**src/rtl/ooo_de_buffer_pkg.sv**
```systemverilog
`default_nettype none
// ============================================================================
// Module   : ooo_de_buffer_pkg
// Purpose  : Shared types and constants for the decode-to-execute buffer.
//            de_packet_t is the flattened decoded packet that decode pushes
//            and execute pops; DE_PACKET_W sizes the buffer data path.
// Ports    : none (package)
// Revision : 1.0  initial release
// ============================================================================
package ooo_de_buffer_pkg;

   localparam int DE_DEPTH_DEFAULT = 4;

   typedef struct packed {
      logic [3:0] alu_op;
      logic [1:0] src_a_sel;
      logic [1:0] src_b_sel;
      logic       reg_write;
      logic [6:0] rsvd;
   } alu_ctrl_t;                        // 16 bits

   typedef struct packed {
      logic       mem_read;
      logic       mem_write;
      logic [2:0] width;
      logic       sign_ext;
      logic [9:0] rsvd;
   } mem_ctrl_t;                        // 16 bits

   typedef struct packed {
      logic       branch;
      logic       jump;
      logic       jalr;
      logic [2:0] cond;
      logic [9:0] rsvd;
   } branch_ctrl_t;                     // 16 bits

   typedef struct packed {
      logic        valid;
      logic [4:0]  cause;
      logic [25:0] tval;
   } exception_t;                       // 32 bits

   typedef struct packed {
      logic        en;
      logic [1:0]  op;
      logic [11:0] addr;
      logic [16:0] rsvd;
   } csr_t;                             // 32 bits

   typedef struct packed {
      logic [4:0]  rd;
      logic [4:0]  rs1;
      logic [4:0]  rs2;
      logic [5:0]  rob_tag;
      logic [6:0]  phys_rd;
      logic [6:0]  phys_rs1;
      logic [6:0]  phys_rs2;
      logic [31:0] seq_num;
      logic [31:0] hazard_sig;
      logic [15:0] branch_mask;
      logic [11:0] rsvd;
   } tracker_t;                         // 134 bits

   typedef struct packed {
      logic [31:0]  pc;
      logic [31:0]  pc4;
      logic [31:0]  instr;
      logic [31:0]  immediate;
      logic [31:0]  port_a;
      logic [31:0]  port_b;
      logic [31:0]  store_data;
      logic [31:0]  reg_file_wdata;
      logic [6:0]   opcode;
      logic [2:0]   sfu_type;
      alu_ctrl_t    alu_ctrl;
      mem_ctrl_t    mem_ctrl;
      branch_ctrl_t branch_ctrl;
      exception_t   exception;
      csr_t         csr;
      tracker_t     tracker;
   } de_packet_t;                       // 512 bits

   localparam int DE_PACKET_W = $bits(de_packet_t);

endpackage
`default_nettype wire

```
**src/rtl/ooo_de_buffer_mem.sv**
```systemverilog
`default_nettype none
// ============================================================================
// Module   : ooo_de_buffer_mem
// Purpose  : DEPTH x WIDTH register array, one synchronous write port and one
//            asynchronous read port. Contents are never reset.
// Ports    : i_clk   clock
//            i_we    write enable
//            i_waddr write index
//            i_wdata write data
//            i_raddr read index
//            o_rdata read data (combinational)
// Revision : 1.0  initial release
// ============================================================================
module ooo_de_buffer_mem
   import ooo_de_buffer_pkg::*;
#(
   parameter int WIDTH = DE_PACKET_W,
   parameter int DEPTH = DE_DEPTH_DEFAULT,
   localparam int AW   = $clog2(DEPTH)
) (
   input  logic             i_clk,
   input  logic             i_we,
   input  logic [AW-1:0]    i_waddr,
   input  logic [WIDTH-1:0] i_wdata,
   input  logic [AW-1:0]    i_raddr,
   output logic [WIDTH-1:0] o_rdata
);

   logic [WIDTH-1:0] r_mem [DEPTH];

   always_ff @(posedge i_clk) begin
      if (i_we) begin
         r_mem[i_waddr] <= i_wdata;
      end
   end

   assign o_rdata = r_mem[i_raddr];

endmodule
`default_nettype wire

```
**src/rtl/ooo_decode_execute_buffer.sv**
```systemverilog
`default_nettype none
// ============================================================================
// Module   : ooo_decode_execute_buffer
// Purpose  : DEPTH-entry circular FIFO between decode and execute with
//            valid/ready on both sides, flush, halt fencing and occupancy.
//            Optional macro OOO_DE_BUFFER_BYPASS_EN adds an empty-buffer
//            fall-through path from din to dout.
// Ports    : CLK          core clock
//            nRST         synchronous active-low reset
//            flush        discard all buffered / in-flight packets
//            din_valid    decode presents a packet
//            din_ready    buffer accepts a packet this cycle
//            din_data     decoded packet
//            din_halt     packet carries halt_instr
//            dout_valid   head packet available
//            dout_ready   execute accepts the head
//            dout_data    head packet
//            dout_halt    head packet carries halt_instr
//            count        current occupancy
//            halt_pending halt packet accepted and not yet flushed
// Revision : 1.0  initial release
// ============================================================================
module ooo_decode_execute_buffer
   import ooo_de_buffer_pkg::*;
#(
   parameter int DATA_W = DE_PACKET_W,
   parameter int DEPTH  = DE_DEPTH_DEFAULT,
   localparam int CNT_W = $clog2(DEPTH+1)
) (
   input  logic              CLK,
   input  logic              nRST,
   input  logic              flush,
   input  logic              din_valid,
   output logic              din_ready,
   input  logic [DATA_W-1:0] din_data,
   input  logic              din_halt,
   output logic              dout_valid,
   input  logic              dout_ready,
   output logic [DATA_W-1:0] dout_data,
   output logic              dout_halt,
   output logic [CNT_W-1:0]  count,
   output logic              halt_pending
);

   localparam int c_IDX_W = $clog2(DEPTH);
   localparam int c_PTR_W = c_IDX_W + 1;
   localparam logic [c_PTR_W-1:0] c_PTR_ONE = c_PTR_W'(1);
   localparam logic [CNT_W-1:0]   c_CNT_ONE = CNT_W'(1);

   logic [c_PTR_W-1:0] r_rd_ptr;
   logic [c_PTR_W-1:0] r_wr_ptr;
   logic [CNT_W-1:0]   r_count;
   logic               r_halt_pending;

   logic               w_empty;
   logic               w_full;
   logic               w_push;
   logic               w_pop;
   logic               w_bypass;
   logic               w_halt_accept;
   logic [DATA_W:0]    w_mem_rdata;

   assign w_empty = (r_rd_ptr == r_wr_ptr);
   // Full: same slot index but one pointer has lapped the other.
   assign w_full  = (r_rd_ptr[c_IDX_W-1:0] == r_wr_ptr[c_IDX_W-1:0]) &&
                    (r_rd_ptr[c_IDX_W] != r_wr_ptr[c_IDX_W]);

   // Ready ignores dout_ready on purpose: a full buffer never pushes and
   // pops in the same cycle, keeping din_ready off the execute stall path.
   assign din_ready = ~w_full & ~r_halt_pending;

`ifdef OOO_DE_BUFFER_BYPASS_EN
   // Fall-through only when nothing is queued ahead and the fence is open.
   assign w_bypass   = w_empty & din_valid & ~r_halt_pending & dout_ready & ~flush;
   assign dout_valid = ~w_empty | w_bypass;
   assign dout_data  = w_bypass ? din_data : w_mem_rdata[DATA_W-1:0];
   assign dout_halt  = w_bypass ? din_halt : w_mem_rdata[DATA_W];
`else
   assign w_bypass   = 1'b0;
   assign dout_valid = ~w_empty;
   assign dout_data  = w_mem_rdata[DATA_W-1:0];
   assign dout_halt  = w_mem_rdata[DATA_W];
`endif

   // A bypassed packet is consumed directly, so it neither writes nor pops.
   assign w_push        = din_valid & din_ready & ~flush & ~w_bypass;
   assign w_pop         = dout_valid & dout_ready & ~flush & ~w_bypass;
   assign w_halt_accept = din_halt & (w_push | w_bypass);

   always_ff @(posedge CLK) begin
      if (!nRST || flush) begin
         r_rd_ptr       <= '0;
         r_wr_ptr       <= '0;
         r_count        <= '0;
         r_halt_pending <= 1'b0;
      end else begin
         if (w_push) begin
            r_wr_ptr <= r_wr_ptr + c_PTR_ONE;
         end
         if (w_pop) begin
            r_rd_ptr <= r_rd_ptr + c_PTR_ONE;
         end
         case ({w_push, w_pop})
            2'b10:   r_count <= r_count + c_CNT_ONE;
            2'b01:   r_count <= r_count - c_CNT_ONE;
            default: r_count <= r_count;
         endcase
         if (w_halt_accept) begin
            r_halt_pending <= 1'b1;
         end
      end
   end

   assign count        = r_count;
   assign halt_pending = r_halt_pending;

   // Halt flag is stored alongside the packet as the top bit of each entry.
   ooo_de_buffer_mem #(
      .WIDTH (DATA_W + 1),
      .DEPTH (DEPTH)
   ) u_mem (
      .i_clk   (CLK),
      .i_we    (w_push),
      .i_waddr (r_wr_ptr[c_IDX_W-1:0]),
      .i_wdata ({din_halt, din_data}),
      .i_raddr (r_rd_ptr[c_IDX_W-1:0]),
      .o_rdata (w_mem_rdata)
   );

endmodule
`default_nettype wire

```
**config.mk**
```make
export PLATFORM = sky130hd
export DESIGN_NAME = ooo_decode_execute_buffer
export DESIGN_NICKNAME = d
export VERILOG_FILES = /design/src/rtl/ooo_de_buffer_pkg.sv /design/src/rtl/ooo_de_buffer_mem.sv /design/src/rtl/ooo_decode_execute_buffer.sv
export SDC_FILE = /design/constraint.sdc
export NUM_CORES = 1
export LEC_CHECK = 0
export BUFFER_PORTS_ARGS = -buffer_cell sky130_fd_sc_hd__buf_2
export CAP_MARGIN = 20
export CORE_MARGIN = 2
export CORE_UTILIZATION = 40
export DETAILED_ROUTE_END_ITERATION = 6
export SKIP_LAST_GASP = 1
export SLEW_MARGIN = 25
export SYNTH_ARGS = -nofsm -noshare
export SYNTH_HDL_FRONTEND = slang
export SYNTH_SLANG_ARGS = --single-unit
```
**constraint.sdc**
```tcl
create_clock -name CLK -period 45 [get_ports CLK]
set_input_delay 4.5 -clock CLK [delete_from_list [all_inputs] [get_ports CLK]]
set_output_delay 4.5 -clock CLK [all_outputs]
set_load 0.1 [all_outputs]
```
==> flow_summary.yaml <==
outcome:
  status: "finished clean"
sta:
  fin_skew_ns: 0.0419
  fin_crit_sh_pct: 22.6
  period_needed_ns: 10.18
  tns_ns: 0
  finalSetupViolCount: 0
  hold_viol_final: 0
  fmax_mhz: 98.3
  rsz0062_at_grt: "false"
  max_slew_margin_pct: 31.5
  slew_viol_final: 0
  tightest_slew_ns: 1.03
  fin_hold_ws_ns: 0.490
critical_path:
  cp.arrival_ns: 5.68
  crit_path_max_incr_delay_ns: 0.81
  crit_family: "buffers and inverters"
  critPathLaunchType: "flip-flop"
  crit_path_cell_trace: "buf_12 > buf_4 > buf_4 > buf_4 > mux4_2 > buf_2"
  critical-path-slowest-cell: "buf_4"
  path_max_fanout: 101
  cpMostUsedCell: "buf_4"
  critPathCaptureType: "output port"
  path_class: "reg -> out"
  r2r_slack_ns: 39.25
  path_buf_inv: 5
  required_ns: 40.50
layout:
  layout.area.seq_um2: 61900
  nets: 4463
  drive_gt1_share_pct: 45.8
  fill_cells: 15000
  post-route-util_pct: 48.1
  fin_cells: 6621
  postLayoutCellArea_um2: 89200
  multiInputGateArea_um2: 12000
  area_growth_pct: 19.3
pwr:
  p_leak_nw: 29.0
  p_sw_w: 0.000966
  cellPowerDensity_nw_per_um2: 45.8
  ir_worst_vdd_uv: 42.0
  pwr-share-comb_pct: 7.7
  pwr-share-seq_pct: 52.7
  pwr-share-clk_pct: 39.7
  p_sw_share_pct: 23.6
  internal-power_w: 0.00312
yosys:
  yosysSeqAreaShare_pct: 82.7
  yosys-top-cells-count: "edfxtp_1 (2052), mux4_2 (513), buf_2 (53)"
  yosys-top-cells-area: "edfxtp_1 (82%), mux4_2 (15%), buf_6 (0.78%), buf_2 (0.35%), dfxtp_1 (0.32%)"
  synth_cell_types: 32
  synth_edf_count: 2052
  post-synth-top-count-cell: "edfxtp_1"
  syn-cell-area_um2: 74800
  async_flop_share_pct: 0
  synthFlopType: "edfxtp_1"
  synth_fp_nets: 3281
  ys.warnings.count: 0
  synthCells: 2756
  avgSynthCellArea_um2: 27.1
  synth_top_area_share_pct: 82.4
  ys_ff_latch: 2064
  synth_top_cell_by_area: "edfxtp_1"
drt:
  via_per_inst: 5.15
  firstDrtPassIters: 5
  vias: 34100
  wl_per_cell_um: 26.3
  initialDrtViolationCount: 2272
  finalWirelength_um: 174000
  antenna_left: 0
  drcViolationCount: 0
die:
  die-area_um2: 190000
  rows: 158
  die_x_um: 436
  start_util_pct: 40.3
  io_pins: 1037
  core_um2: 186000
  fp.dieH_um: 436
clock_network:
  root_buffer: "clkbuf_16"
  clkSlewWorstSetupHoldPaths_ns: 0.06
  cts_tree: "done"
  h-tree-depth: 4
  cts_sinks: 2064
  cts_buffers: 206
  cts_resized: 0
  post-cts-setup-buffers: 0
  cts_hold_buffers: 0
  insertion_delay_ns: 0.85
  cts_buffer_depth: 3
place:
  dp.cells: 6207
  dp_hpwl_um: 112000
  place.gp.congestion: 0.803
  io_buffers: 1036
  dpl-instance-area_um2: 82700
grt:
  grt_pass1_wl_um: 250000
  overflow: 0
  grt_start_max_net_pins: 133
  grt_usage_pct: 17.9
  grt_pass1_vias: 35300
  antenna_found_initial: 98
worst_hold_path:
  hold_path_class: "reg -> reg"
flow_run:
  maxCapViolations: 0
## metal layers
metal / routed length, um / track usage [%]
met1: 65600 / 21.4
met2: 88800 / 30.3
met3: 12000 / 5.42
met4: 7510 / 7.51
met5: 280 / 0
## worst register-to-register path, stage by stage (launching register included)
cell and delay (ns):
dfxtp_1 0.46, xnor2_1 0.24, a311oi_4 0.48, and2_4 0.77, buf_4 0.89, buf_4 0.75
buf_4 0.89, buf_4 0.84
## logic make-up (layout without fill, tap and decap cells)
| logic type | count (synthesis) | count (layout) | share of synthesized area, % |
|---|---|---|---|
| buffers and inverters | 123 | 1479 | 1.23 |
| AO/OA/AOI/OAI | 12 | 12 | 0.152 |
| adder cells (fa/ha/maj) | 7 | 7 | 0.127 |
| flip-flops | 2064 | 2064 | 82.7 |
| other | 0 | 29 | 0 |
| XOR/XNOR | 7 | 7 | 0.0820 |
| AND/OR/NAND/NOR | 24 | 24 | 0.182 |
| multiplexers | 519 | 519 | 15.5 |
## cell type report
| class | instances | share of cell area, % |
|---|---|---|
| Sequential cell | 2064 | 69.3 |
| Timing Repair Buffer | 1089 | 6.39 |
| Tap cell | 2480 | 3.48 |
| Antenna cell | 29 | 0.0813 |
| Clock inverter | 104 | 1.01 |
| Multi-Input combinational cell | 569 | 13.5 |
| Clock buffer | 278 | 6.19 |
| Inverter | 8 | 0.0336 |
## path summary, 6_finish.rpt
check,start,to,cells past startpoint
hold / removal,r_wr_ptr[2],r_wr_ptr[2],2
hold reg to reg,r_wr_ptr[2],r_wr_ptr[2],2
setup reg to reg,r_wr_ptr[0],u_mem.r_mem[0][177],7
setup / recovery,flip-flop,dout_data[199],6
## registers in the layout, summed over array words and instances, names as in the netlist, named ones only
signal	cells
r_wr_ptr	3
u_mem.r_mem	2052
count	3
r_rd_ptr	3
halt_pending	1
## power groups by stage
stage / combinational [W] / sequential, W / clock, W
2_1_floorplan: 0.000225 / 0.00221 / 0
3_3_place_gp: 0.000312 / 0.00219 / 0
3_5_place_dp: 0.000315 / 0.00219 / 0
4_1_cts: 0.000316 / 0.00215 / 0.00166
5_1_grt: 0.000324 / 0.00215 / 0.00173
6_report: 0.000313 / 0.00215 / 0.00162
## cell usage in the layout (no fill, tap or decap), drive strengths merged, types with 3 or more instances in the layout
cell	netlist	routed
nand2	8	8
nor2	3	3
clkbuf	8	278
edfxtp	2052	2052
mux4	513	513
inv	8	14
ha	6	6
nand2b	4	4
bufinv	0	9
buf	107	1089
and2	3	3
xor2	5	5
dfxtp	12	12
mux2i	6	6
diode	0	29
clkinv	0	88
## metrics by stage
step / power [W] / setup WS, ns
after floorplan: 0.00243 / 12.80
after global placement: 0.00250 / 34.99
after detailed placement: 0.00251 / 34.95
after CTS: 0.00413 / 34.07
after global routing: 0.00421 / 34.18
final: 0.00409 / 34.82
No activity file was read; power rests on OpenSTA's default activity.
